==> config.mk <==
export PLATFORM = sky130hd
export DESIGN_NAME = id_control_pipe
export DESIGN_NICKNAME = d
export VERILOG_FILES = /design/src/rtl/rv_ctrl_pkg.sv /design/src/rtl/rv_decode_comb.sv /design/src/rtl/id_control_pipe.sv
export SDC_FILE = /design/constraint.sdc
export NUM_CORES = 1
export LEC_CHECK = 0
export CORE_UTILIZATION = 50
export CTS_CLUSTER_SIZE = 24
export DETAILED_ROUTE_END_ITERATION = 12
export GPL_ROUTABILITY_DRIVEN = 0
export PLACE_DENSITY = 0.95
export SLEW_MARGIN = 30
export SYNTH_ARGS = -nofsm -noshare
export SYNTH_HDL_FRONTEND = slang
export SYNTH_SLANG_ARGS = --single-unit
==> constraint.sdc <==
create_clock -name clk -period 7.38 [get_ports clk]
set_clock_uncertainty 0.2 [all_clocks]
set_input_delay 1.107 -clock clk [delete_from_list [all_inputs] [get_ports clk]]
set_output_delay 1.107 -clock clk [all_outputs]
set_load 0.02 [all_outputs]
==> src/rtl/rv_ctrl_pkg.sv <==
// Shared encodings for the RV instruction-decode stage: opcodes, ALU op codes,
// access sizes, jump / writeback-source encodings, the canonical NOP and the
// packed control-signal bundle carried from decode to EX.
package rv_ctrl_pkg;

  // Major opcodes (inst[6:0])
  localparam logic [6:0] OPC_LUI    = 7'b0110111;
  localparam logic [6:0] OPC_AUIPC  = 7'b0010111;
  localparam logic [6:0] OPC_JAL    = 7'b1101111;
  localparam logic [6:0] OPC_JALR   = 7'b1100111;
  localparam logic [6:0] OPC_BRANCH = 7'b1100011;
  localparam logic [6:0] OPC_LOAD   = 7'b0000011;
  localparam logic [6:0] OPC_STORE  = 7'b0100011;
  localparam logic [6:0] OPC_OP_IMM = 7'b0010011;
  localparam logic [6:0] OPC_OP     = 7'b0110011;

  // ALU operations
  localparam logic [3:0] ALU_ADD = 4'd0;
  localparam logic [3:0] ALU_SUB = 4'd1;
  localparam logic [3:0] ALU_MUL = 4'd2;
  localparam logic [3:0] ALU_AND = 4'd3;
  localparam logic [3:0] ALU_OR  = 4'd4;
  localparam logic [3:0] ALU_XOR = 4'd5;
  localparam logic [3:0] ALU_SHL = 4'd6;
  localparam logic [3:0] ALU_SHR = 4'd7;
  localparam logic [3:0] ALU_SLT = 4'd8;
  localparam logic [3:0] ALU_LUI = 4'd9;
  localparam logic [3:0] ALU_BEQ = 4'd10;
  localparam logic [3:0] ALU_BNE = 4'd11;
  localparam logic [3:0] ALU_BGE = 4'd12;
  localparam logic [3:0] ALU_BLT = 4'd13;

  // Memory access sizes
  localparam logic [1:0] SIZE_WORD   = 2'b00;
  localparam logic [1:0] SIZE_HALF   = 2'b01;
  localparam logic [1:0] SIZE_BYTE   = 2'b10;
  localparam logic [1:0] SIZE_DOUBLE = 2'b11;

  // Control-flow kinds
  localparam logic [1:0] JUMP_NONE   = 2'b00;
  localparam logic [1:0] JUMP_BRANCH = 2'b01;
  localparam logic [1:0] JUMP_JALR   = 2'b10;
  localparam logic [1:0] JUMP_JAL    = 2'b11;

  // Writeback source
  localparam logic [1:0] M2R_NONE = 2'd0;
  localparam logic [1:0] M2R_MEM  = 2'd1;
  localparam logic [1:0] M2R_ALU  = 2'd2;

  localparam logic [31:0] NOP_INST = 32'h0000_0013;

  // Control bundle; reg_write is active low
  typedef struct packed {
    logic       mem_read;
    logic       mem_write;
    logic       reg_write;
    logic       alu_src;
    logic [1:0] mem_to_reg;
    logic [1:0] jump;
    logic [3:0] alu_op;
    logic [1:0] inst_size;
    logic       is_signed;
  } ctrl_t;

  localparam ctrl_t CTRL_NOP = '{
    mem_read:   1'b0,
    mem_write:  1'b0,
    reg_write:  1'b1,
    alu_src:    1'b0,
    mem_to_reg: M2R_NONE,
    jump:       JUMP_NONE,
    alu_op:     ALU_ADD,
    inst_size:  SIZE_WORD,
    is_signed:  1'b1
  };

endpackage

==> src/rtl/rv_decode_comb.sv <==
// Purely combinational RV instruction decoder.
// Build option: RV_M_EXT_EN enables decode of mul/mulh/mulhsu/mulhu.
// Ports:
//   inst            in  32    instruction word
//   ctrl            out       control bundle (NOP values when illegal)
//   rs1, rs2, rd    out 5     register indices, 0 when the field is unused
//   imm             out XLEN  sign-extended immediate, 0 when unused
//   illegal         out 1     unknown opcode / funct combination
//   use_rs1/use_rs2 out 1     instruction actually reads that source
module rv_decode_comb
  import rv_ctrl_pkg::*;
#(
  parameter int unsigned XLEN = 32
) (
  input  logic [31:0]     inst,
  output ctrl_t           ctrl,
  output logic [4:0]      rs1,
  output logic [4:0]      rs2,
  output logic [4:0]      rd,
  output logic [XLEN-1:0] imm,
  output logic            illegal,
  output logic            use_rs1,
  output logic            use_rs2
);

  localparam bit RV64 = (XLEN == 64);

  logic [6:0]      opcode;
  logic [2:0]      funct3;
  logic [6:0]      funct7;
  logic [6:0]      shamt_hi;
  logic [XLEN-1:0] imm_i, imm_s, imm_b, imm_u, imm_j;
  logic            use_rd;
  logic            bad;

  assign opcode = inst[6:0];
  assign funct3 = inst[14:12];
  assign funct7 = inst[31:25];

  // RV64 shift amounts are 6 bits, so bit 25 belongs to shamt there
  assign shamt_hi = RV64 ? {inst[31:26], 1'b0} : inst[31:25];

  assign imm_i = XLEN'($signed(inst[31:20]));
  assign imm_s = XLEN'($signed({inst[31:25], inst[11:7]}));
  assign imm_b = XLEN'($signed({inst[31], inst[7], inst[30:25], inst[11:8], 1'b0}));
  assign imm_u = XLEN'($signed({inst[31:12], 12'b0}));
  assign imm_j = XLEN'($signed({inst[31], inst[19:12], inst[20], inst[30:21], 1'b0}));

  // Opcode/funct decode; any illegal result collapses to NOP controls
  always_comb begin
    ctrl    = CTRL_NOP;
    imm     = '0;
    bad     = 1'b0;
    use_rs1 = 1'b0;
    use_rs2 = 1'b0;
    use_rd  = 1'b0;
    case (opcode)
      OPC_LUI, OPC_AUIPC: begin
        ctrl.alu_src    = 1'b1;
        ctrl.mem_to_reg = M2R_ALU;
        ctrl.reg_write  = 1'b0;
        ctrl.alu_op     = (opcode == OPC_LUI) ? ALU_LUI : ALU_ADD;
        use_rd          = 1'b1;
        imm             = imm_u;
      end
      OPC_OP_IMM: begin
        ctrl.alu_src    = 1'b1;
        ctrl.mem_to_reg = M2R_ALU;
        ctrl.reg_write  = 1'b0;
        use_rs1         = 1'b1;
        use_rd          = 1'b1;
        imm             = imm_i;
        case (funct3)
          3'b000: ctrl.alu_op = ALU_ADD;
          3'b001: begin
            ctrl.alu_op = ALU_SHL;
            bad         = (shamt_hi != 7'b0000000);
          end
          3'b010: ctrl.alu_op = ALU_SLT;
          3'b011: begin
            ctrl.alu_op    = ALU_SLT;
            ctrl.is_signed = 1'b0;
          end
          3'b100: ctrl.alu_op = ALU_XOR;
          3'b101: begin
            ctrl.alu_op = ALU_SHR;
            bad         = (shamt_hi != 7'b0000000) && (shamt_hi != 7'b0100000);
          end
          3'b110: ctrl.alu_op = ALU_OR;
          default: ctrl.alu_op = ALU_AND;
        endcase
      end
      OPC_LOAD: begin
        ctrl.mem_read   = 1'b1;
        ctrl.alu_src    = 1'b1;
        ctrl.mem_to_reg = M2R_MEM;
        ctrl.reg_write  = 1'b0;
        use_rs1         = 1'b1;
        use_rd          = 1'b1;
        imm             = imm_i;
        case (funct3)
          3'b000: ctrl.inst_size = SIZE_BYTE;
          3'b001: ctrl.inst_size = SIZE_HALF;
          3'b010: ctrl.inst_size = SIZE_WORD;
          3'b011: begin
            ctrl.inst_size = SIZE_DOUBLE;
            bad            = !RV64;
          end
          3'b100: begin
            ctrl.inst_size = SIZE_BYTE;
            ctrl.is_signed = 1'b0;
          end
          3'b101: begin
            ctrl.inst_size = SIZE_HALF;
            ctrl.is_signed = 1'b0;
          end
          3'b110: begin
            ctrl.inst_size = SIZE_WORD;
            ctrl.is_signed = 1'b0;
            bad            = !RV64;
          end
          default: bad = 1'b1;
        endcase
      end
      OPC_STORE: begin
        ctrl.mem_write = 1'b1;
        ctrl.alu_src   = 1'b1;
        use_rs1        = 1'b1;
        use_rs2        = 1'b1;
        imm            = imm_s;
        case (funct3)
          3'b000: ctrl.inst_size = SIZE_BYTE;
          3'b001: ctrl.inst_size = SIZE_HALF;
          3'b010: ctrl.inst_size = SIZE_WORD;
          3'b011: begin
            ctrl.inst_size = SIZE_DOUBLE;
            bad            = !RV64;
          end
          default: bad = 1'b1;
        endcase
      end
      OPC_OP: begin
        ctrl.mem_to_reg = M2R_ALU;
        ctrl.reg_write  = 1'b0;
        use_rs1         = 1'b1;
        use_rs2         = 1'b1;
        use_rd          = 1'b1;
        case (funct7)
          7'b0000000: begin
            case (funct3)
              3'b000: ctrl.alu_op = ALU_ADD;
              3'b001: ctrl.alu_op = ALU_SHL;
              3'b010: ctrl.alu_op = ALU_SLT;
              3'b011: begin
                ctrl.alu_op    = ALU_SLT;
                ctrl.is_signed = 1'b0;
              end
              3'b100: ctrl.alu_op = ALU_XOR;
              3'b101: ctrl.alu_op = ALU_SHR;
              3'b110: ctrl.alu_op = ALU_OR;
              default: ctrl.alu_op = ALU_AND;
            endcase
          end
          7'b0100000: begin
            case (funct3)
              3'b000: ctrl.alu_op = ALU_SUB;
              3'b101: ctrl.alu_op = ALU_SHR;
              default: bad = 1'b1;
            endcase
          end
          7'b0000001: begin
`ifdef RV_M_EXT_EN
            // Multiply group; div/rem encodings (funct3[2]=1) decode as illegal
            ctrl.alu_op = ALU_MUL;
            bad         = funct3[2];
`else
            bad = 1'b1;
`endif
          end
          default: bad = 1'b1;
        endcase
      end
      OPC_BRANCH: begin
        ctrl.jump = JUMP_BRANCH;
        use_rs1   = 1'b1;
        use_rs2   = 1'b1;
        imm       = imm_b;
        case (funct3)
          3'b000: ctrl.alu_op = ALU_BEQ;
          3'b001: ctrl.alu_op = ALU_BNE;
          3'b100: ctrl.alu_op = ALU_BLT;
          3'b101: ctrl.alu_op = ALU_BGE;
          3'b110: begin
            ctrl.alu_op    = ALU_BLT;
            ctrl.is_signed = 1'b0;
          end
          3'b111: begin
            ctrl.alu_op    = ALU_BGE;
            ctrl.is_signed = 1'b0;
          end
          default: bad = 1'b1;
        endcase
      end
      OPC_JAL: begin
        ctrl.jump       = JUMP_JAL;
        ctrl.mem_to_reg = M2R_ALU;
        ctrl.reg_write  = 1'b0;
        use_rd          = 1'b1;
        imm             = imm_j;
      end
      OPC_JALR: begin
        ctrl.jump       = JUMP_JALR;
        ctrl.alu_src    = 1'b1;
        ctrl.mem_to_reg = M2R_ALU;
        ctrl.reg_write  = 1'b0;
        use_rs1         = 1'b1;
        use_rd          = 1'b1;
        imm             = imm_i;
        bad             = (funct3 != 3'b000);
      end
      default: bad = 1'b1;
    endcase
    if (bad) begin
      ctrl    = CTRL_NOP;
      imm     = '0;
      use_rs1 = 1'b0;
      use_rs2 = 1'b0;
      use_rd  = 1'b0;
    end
  end

  assign illegal = bad;
  assign rs1     = use_rs1 ? inst[19:15] : 5'd0;
  assign rs2     = use_rs2 ? inst[24:20] : 5'd0;
  assign rd      = use_rd  ? inst[11:7]  : 5'd0;

endmodule

==> src/rtl/id_control_pipe.sv <==
// Registered instruction-decode stage between fetch and EX.
// Build option: RV_M_EXT_EN (multiply decode, passed through to rv_decode_comb).
// Ports:
//   clk, reset                  clock, async active-high reset
//   in_valid/in_ready           fetch handshake (in_ready is combinational)
//   in_inst, in_pc              instruction word and its PC
//   flush                       kill held and incoming instruction
//   out_valid/out_ready         EX handshake
//   out_inst, out_pc            held instruction and PC (NOP/0 for bubbles)
//   out_rs1/rs2/rd, out_imm     register indices and sign-extended immediate
//   out_mem_read ... out_is_signed  control bundle (out_reg_write active low)
//   out_illegal                 held instruction was not decodable
//   perf_bubbles                saturating count of load-use bubbles
module id_control_pipe
  import rv_ctrl_pkg::*;
#(
  parameter int unsigned XLEN   = 32,
  parameter int unsigned PERF_W = 16
) (
  input  logic              clk,
  input  logic              reset,
  input  logic              in_valid,
  output logic              in_ready,
  input  logic [31:0]       in_inst,
  input  logic [XLEN-1:0]   in_pc,
  input  logic              flush,
  output logic              out_valid,
  input  logic              out_ready,
  output logic [31:0]       out_inst,
  output logic [XLEN-1:0]   out_pc,
  output logic [4:0]        out_rs1,
  output logic [4:0]        out_rs2,
  output logic [4:0]        out_rd,
  output logic [XLEN-1:0]   out_imm,
  output logic              out_mem_read,
  output logic              out_mem_write,
  output logic              out_alu_src,
  output logic              out_reg_write,
  output logic [1:0]        out_mem_to_reg,
  output logic [1:0]        out_jump,
  output logic [3:0]        out_alu_op,
  output logic [1:0]        out_inst_size,
  output logic              out_is_signed,
  output logic              out_illegal,
  output logic [PERF_W-1:0] perf_bubbles
);

  ctrl_t           dec_ctrl;
  logic [4:0]      dec_rs1, dec_rs2, dec_rd;
  logic [XLEN-1:0] dec_imm;
  logic            dec_illegal, dec_use_rs1, dec_use_rs2;
  ctrl_t           ctrl_q;
  logic            hazard;
  logic            take_in;

  rv_decode_comb #(.XLEN(XLEN)) u_decode (
    .inst    (in_inst),
    .ctrl    (dec_ctrl),
    .rs1     (dec_rs1),
    .rs2     (dec_rs2),
    .rd      (dec_rd),
    .imm     (dec_imm),
    .illegal (dec_illegal),
    .use_rs1 (dec_use_rs1),
    .use_rs2 (dec_use_rs2)
  );

  // Load-use: held load targets a register the incoming instruction reads
  assign hazard = out_valid && ctrl_q.mem_read && (out_rd != 5'd0) && in_valid &&
                  ((dec_use_rs1 && (dec_rs1 == out_rd)) ||
                   (dec_use_rs2 && (dec_rs2 == out_rd)));

  assign in_ready = !flush && !hazard && (!out_valid || out_ready);
  assign take_in  = in_valid && in_ready;

  // Output register: accept new decode, otherwise drain/flush/bubble to NOP
  always_ff @(posedge clk or posedge reset) begin
    if (reset) begin
      out_valid    <= 1'b0;
      ctrl_q       <= CTRL_NOP;
      out_inst     <= NOP_INST;
      out_pc       <= '0;
      out_rs1      <= 5'd0;
      out_rs2      <= 5'd0;
      out_rd       <= 5'd0;
      out_imm      <= '0;
      out_illegal  <= 1'b0;
      perf_bubbles <= '0;
    end else begin
      // take_in already excludes flush and hazard
      if (hazard && out_ready && !flush && (perf_bubbles != '1)) begin
        perf_bubbles <= perf_bubbles + PERF_W'(1);
      end
      if (take_in) begin
        out_valid   <= 1'b1;
        ctrl_q      <= dec_ctrl;
        out_inst    <= in_inst;
        out_pc      <= in_pc;
        out_rs1     <= dec_rs1;
        out_rs2     <= dec_rs2;
        out_rd      <= dec_rd;
        out_imm     <= dec_imm;
        out_illegal <= dec_illegal;
      end else if (flush || out_ready || !out_valid) begin
        out_valid   <= 1'b0;
        ctrl_q      <= CTRL_NOP;
        out_inst    <= NOP_INST;
        out_pc      <= '0;
        out_rs1     <= 5'd0;
        out_rs2     <= 5'd0;
        out_rd      <= 5'd0;
        out_imm     <= '0;
        out_illegal <= 1'b0;
      end
    end
  end

  assign out_mem_read   = ctrl_q.mem_read;
  assign out_mem_write  = ctrl_q.mem_write;
  assign out_alu_src    = ctrl_q.alu_src;
  assign out_reg_write  = ctrl_q.reg_write;
  assign out_mem_to_reg = ctrl_q.mem_to_reg;
  assign out_jump       = ctrl_q.jump;
  assign out_alu_op     = ctrl_q.alu_op;
  assign out_inst_size  = ctrl_q.inst_size;
  assign out_is_signed  = ctrl_q.is_signed;

endmodule

* Word-level counts from Yosys, hierarchy flattened
Index checks and enable logic that the tools add are counted.
** Word-level totals
- Flip-flop bits (word level) :: 144
- Bits of input ports :: 69
- Output and inout bits :: 145
** Cells by class
- Add/subtract/negate cells :: 1
- Equality and inequality tests :: 21
- Mux-type cells :: 53
- Reduce and logical (&&, ||, !) cells :: 45
** Operators with widths (number)
- 2-to-1 mux 32 bit :: 6
- case mux 32 bit (5 select lines) :: 1
- 2-to-1 mux 15 bit :: 3
- 2-to-1 mux 5 bit :: 7
- case mux 4 bit (4 select lines) :: 2
- equality test 7 x 6 -> 1 bit, second input constant :: 4
- case mux 4 bit (6 select lines) :: 1
- OR reduction 6 bit :: 4
- equality test 7 bit, second input constant :: 3
- 2-to-1 mux 1 bit :: 21
- case mux 2 bit (3 select lines) :: 3
- adder 16 x 1 -> 16 bit, second input constant :: 1
- != test 16 bit, second input constant :: 1
- OR reduction 2 bit :: 8
- OR reduction 3 bit :: 5
- equality test 7 x 5 -> 1 bit, second input constant :: 2
- logical AND 1 bit :: 13
- equality test 3 bit, second input constant :: 4
- equality test 5 bit :: 2
- case mux 2 bit (2 select lines) :: 2
- case mux 4 bit (2 select lines) :: 1
- equality test 7 x 2 -> 1 bit, second input constant :: 1
- zero test 7 bit :: 1
- != test 7 x 6 -> 1 bit, second input constant :: 1
- other kinds (16) :: 23

* Longest topological paths before layout
- Depth in word-level cells :: 16
- Gate-level depth with buffers :: 9

* Cells and area by module
Synthesis repeated with hierarchy kept, for this count alone.
** Second synthesis, totals
- Cells, all modules :: 917
- Area total of the unflattened synthesis :: 8354.3 sq um
** By module, submodules not included
- id_control_pipe :: times used 1, cells each 698, area an instance 7100.6 sq um, seq. area each 3609.7 sq um
- rv_decode_comb :: times used 1, cells each 219, area an instance 1253.7 sq um, seq. area each 0.0 sq um

* Worst setup path after synthesis
No wires, ideal clock.
- Path type :: input port to output port
- Start :: input in_inst[26]
- End :: output in_ready
- Arrival :: 3047 ps
- Required time :: 6073 ps
- Path slack :: 3026 ps
- Cell stages on the path :: 6
- Path through :: or4_4 > or2_4 > a31o_1 > nor3_1 > clkbuf_1 > a21boi_0
** On the way
- Longest elaborated chain between the ends :: 13
- Elaborated cells on any way between the ends :: 21
- Classes of those cells :: eq/ne (4); mux (7); reduce/logical (10)
** Ends and longest elaborated chain
- start: declaration :: line id_control_pipe.sv:24 : input logic [31:0] in_inst,
- != test 7 x 6 -> 1 bit or nonzero test 7 bit (tied branches) :: line rv_decode_comb.sv:87, rv_decode_comb.sv:77
- logical AND 1 bit :: line rv_decode_comb.sv:87 : bad = (shamt_hi != 7'b0000000) && (shamt_hi != 7'b0100000);
- case mux 1 bit (2 select lines) :: line rv_decode_comb.sv:73 : case (funct3)
- case mux 1 bit (7 select lines) (*) :: line rv_decode_comb.sv:57 : case (opcode)
- 2-to-1 mux 1 bit :: line rv_decode_comb.sv:223 : if (bad) begin
- 2-to-1 mux 5 bit, on equally long branches :: line rv_decode_comb.sv:233, rv_decode_comb.sv:234
- equality test 5 bit, on equally long branches :: line id_control_pipe.sv:70, id_control_pipe.sv:71
- logical AND 1 bit, on equally long branches :: line id_control_pipe.sv:70, id_control_pipe.sv:71
- logical OR 1 bit (*) :: line id_control_pipe.sv:70 : ((dec_use_rs1 && (dec_rs1 == out_rd)) ||
- logical AND 1 bit (*) :: line id_control_pipe.sv:69 : assign hazard = out_valid && ctrl_q.mem_read && (out_rd != 5'd0) && in_valid &&
- zero test 1 bit (*) :: line id_control_pipe.sv:73 : assign in_ready = !flush && !hazard && (!out_valid || out_ready);
- logical AND 1 bit (*) (2 in a row) :: line id_control_pipe.sv:73
- end: declaration :: line id_control_pipe.sv:23 : output logic in_ready,
Mark *: on every way between the ends. The rest lies on a longest branch, timed or not.

* Final worst setup path
- Start :: input in_inst[31]
- End :: output in_ready
Same word-level chain as after synthesis.

==> impl_metrics.toml <==
[placement]
place_area_um2 = 8700
portBuffers = 213
dp_hpwl_um = 14300

[global_route]
grt_max_degree = 79
overflow = 0
grt_pass1_wl_um = 31700
track_usage = 0.315
antenna_found_initial = 0
grt_pass1_vias = 5888

[clock_network]
tritoncts = "built"
cts.sinks = 143
cts.hold.buffers_added = 0
cts_buffers = 17
cts_setup_buffers = 0
cts-root-buf = "clkbuf_16"
clk_path_buf_depth = 2
clock_latency_ns = 0.42
cts-htree-levels = 4
post_cts_resized = 0
cts.clk_slew.worst_paths_ns = 0.06

[synthesis]
synth_xor_area_frac = 0.0338
synth_area_per_cell_um2 = 11.5
ys.flop_type = "dfrtp_1"
synth_cell_types = 63
synth_fp_nets = 635
yosys-top-cells-count = "dfrtp_1 (138), a22o_1 (80), nand2_1 (39)"
synth-simple-area-share = 0.120
muxShareOfSynthArea = 0.00483
synth_fa_ha_area_frac = 0.00193
synth_top_family_by_area = "compound AO/OA/AOI/OAI gates"
synth_compound_area_frac = 0.249
synth_edf_count = 0
synth_area_leader_cell = "dfrtp_1"
ys_ff_latch = 143
yosysMostFrequentCell = "dfrtp_1"
ys_seq_area_frac = 0.554
synth.area.top_cells = "dfrtp_1 (53%), a22o_1 (11%), a32o_1 (4.3%)"
async_flop_share = 1.00
yosysWarnings = 0
syn-instance-count = 565
yosysTopAreaCellShare = 0.534
syn-cell-area_um2 = 6470

[worst_setup_path]
worst-r2r-cell-count = 7
r2r_end = "out_imm[31]$_DFFE_PP0P_"
cp-end-kind = "output port"
cp_num_buf_inv = 2
rrSetupSlack_ns = 4.13
worstSetupPathType = "primary input to output port"
crit_chain = "clkdlybuf4s50_1 -> or2_2 -> or2_4 -> a31o_1 -> nor3_2 -> a21boi_0 -> clkdlybuf4s50_1"
r2r-start = "out_rd[0]$_DFFE_PP0P_"
path_max_fanout = 16
cp-start-kind = "primary input"
crit_family = "simple AND/OR/NAND/NOR gates"
cp_data_required_time_ns = 6.07
critPathLaunch = "in_inst[31]"
crit_top_cell = "clkdlybuf4s50_1"
worstPathArrival_ns = 4.44
cp_slowest_cell = "nor3_2"
critPathMaxStageDelay_ns = 0.78

[floorplanning]
io_pins = 214
initial_core_util = 0.513
placementRows = 41
coreArea_um2 = 12600
fp.dieH_um = 116
die_x_um = 116
dieArea_um2 = 13400

[power]
p_per_area_nw_per_um2 = 209
p_int_mw = 1.51
p_switching_mw = 0.452
p_comb_frac = 0.105
seq_power_share = 0.416
p_clk_frac = 0.479
p_sw_frac = 0.231
ir_worst_vdd_mv = 0.119
p_leak_nw = 4.08

[timing]
fin_setup_tns_ns = 0
rsz0062_at_grt = "no"
fmax_mhz = 174
worstMarginPinSlew_ns = 0.976
finalSetupViolations = 0
timing.final.crit_share = 0.779
maxSlewHeadroom = 0.346
finalCriticalPeriod_ns = 5.75
maxSlewViolCount = 0
hold_viol = 0

[hold_path]
hold_path_depth = 2
hold_end = "out_imm[20]$_DFFE_PP0P_"
min_from = "out_imm[20]$_DFFE_PP0P_"
hold_path.class = "register to register"

[final_layout]
final_util = 0.742
largestRegisters = "out_imm x32, out_inst x32, out_pc x32"
area_delta_synth_final_pct = 44.6
finalInstanceArea_um2 = 9360
final_nets = 826
layout-drive-gt1-share = 0.0755
fill_cells = 825
num_antenna_cells = 0

[drt]
initialDrtViolationCount = 863
drt_pass1_iterations = 7
wire_per_inst_um = 22.2
routed_wl_um = 20900
drc = 0
ant_nets = 0
vias = 5990
via_per_inst = 6.37

[outcome]
outcome = "completed"

[run]
drv_cap = 0
[stage by stage]
stage,cells,worst slack [ns],total power [mW],hold slack (ns)
final,940,1.63,1.96,0.282
after global routing,940,1.52,2.02,0.311
after CTS,939,1.71,1.96,0.284
after detailed placement,908,1.75,1.03,0.271
after global placement,907,1.84,1.02,0.267
after floorplan,565,2.24,0.921,0.332
[cells by family after synthesis]
group,Yosys count
AND/OR/NAND/NOR,138
adder cells (fa/ha/maj),1
AO/OA/AOI/OAI,200
multiplexers,3
buffers and inverters,55
XOR/XNOR,25
flip-flops,143
[area by class of cell]
cell class / instances / area, µm² / share of cell area
Timing Repair Buffer: 218 / 2200 / 0.235
Clock inverter: 10 / 184 / 0.0197
Clock buffer: 21 / 460 / 0.0492
Inverter: 9 / 38.8 / 0.00414
Sequential cell: 143 / 3580 / 0.383
Tap cell: 172 / 215 / 0.0230
Multi-Input combinational cell: 367 / 2680 / 0.286
[worst max-delay path by stage]
| stage | end | cells after the start |
|---|---|---|
| floorplan | out_alu_op[0]$_DFFE_PP0P_ | 1 |
| global placement | in_ready | 7 |
| detailed placement | in_ready | 7 |
| CTS | in_ready | 7 |
| global route | in_ready | 7 |
| finish | in_ready | 7 |
[layout by cell type, fill, tap and decap left out, types with 13 or more instances in the layout]
cell type        instances
a32o_1                  28
nor2_1                  18
dfrtp_1                138
nor3_1                  22
clkbuf_16               17
a22o_1                  80
o21ai_0                 23
clkdlybuf4s50_1        213
xor2_1                  20
nand3_1                 13
nand2_1                 39
[worst register-to-register path, cell delays in order, from the launching register on]
cell and delay (ns):
dfrtp_1 0.43, or4_1 0.57, o2111ai_1 0.37, o21ba_2 0.32, a21oi_4 0.36, buf_8 0.26, buf_4 0.41, a32o_1 0.26
[routing by layer]
layer  global-route usage  vias up  wire length (µm)
met3                0.101       95              2160
met5                    0        -                 0
met4                0.144        0               867
met2                0.510      383             10000
li1                     -     2561                 -
met1                0.385     2951              7810
[power by group through the flow]
stage               sequential (mW)  clock (mW)  combinational (mW)
CTS                           0.814       0.945               0.204
global route                  0.816       0.987               0.219
finish                        0.814       0.938               0.207
global placement              0.826           0               0.195
detailed placement            0.828           0               0.201
floorplan                     0.848           0              0.0729
No activity file was read; power rests on OpenSTA's default activity.
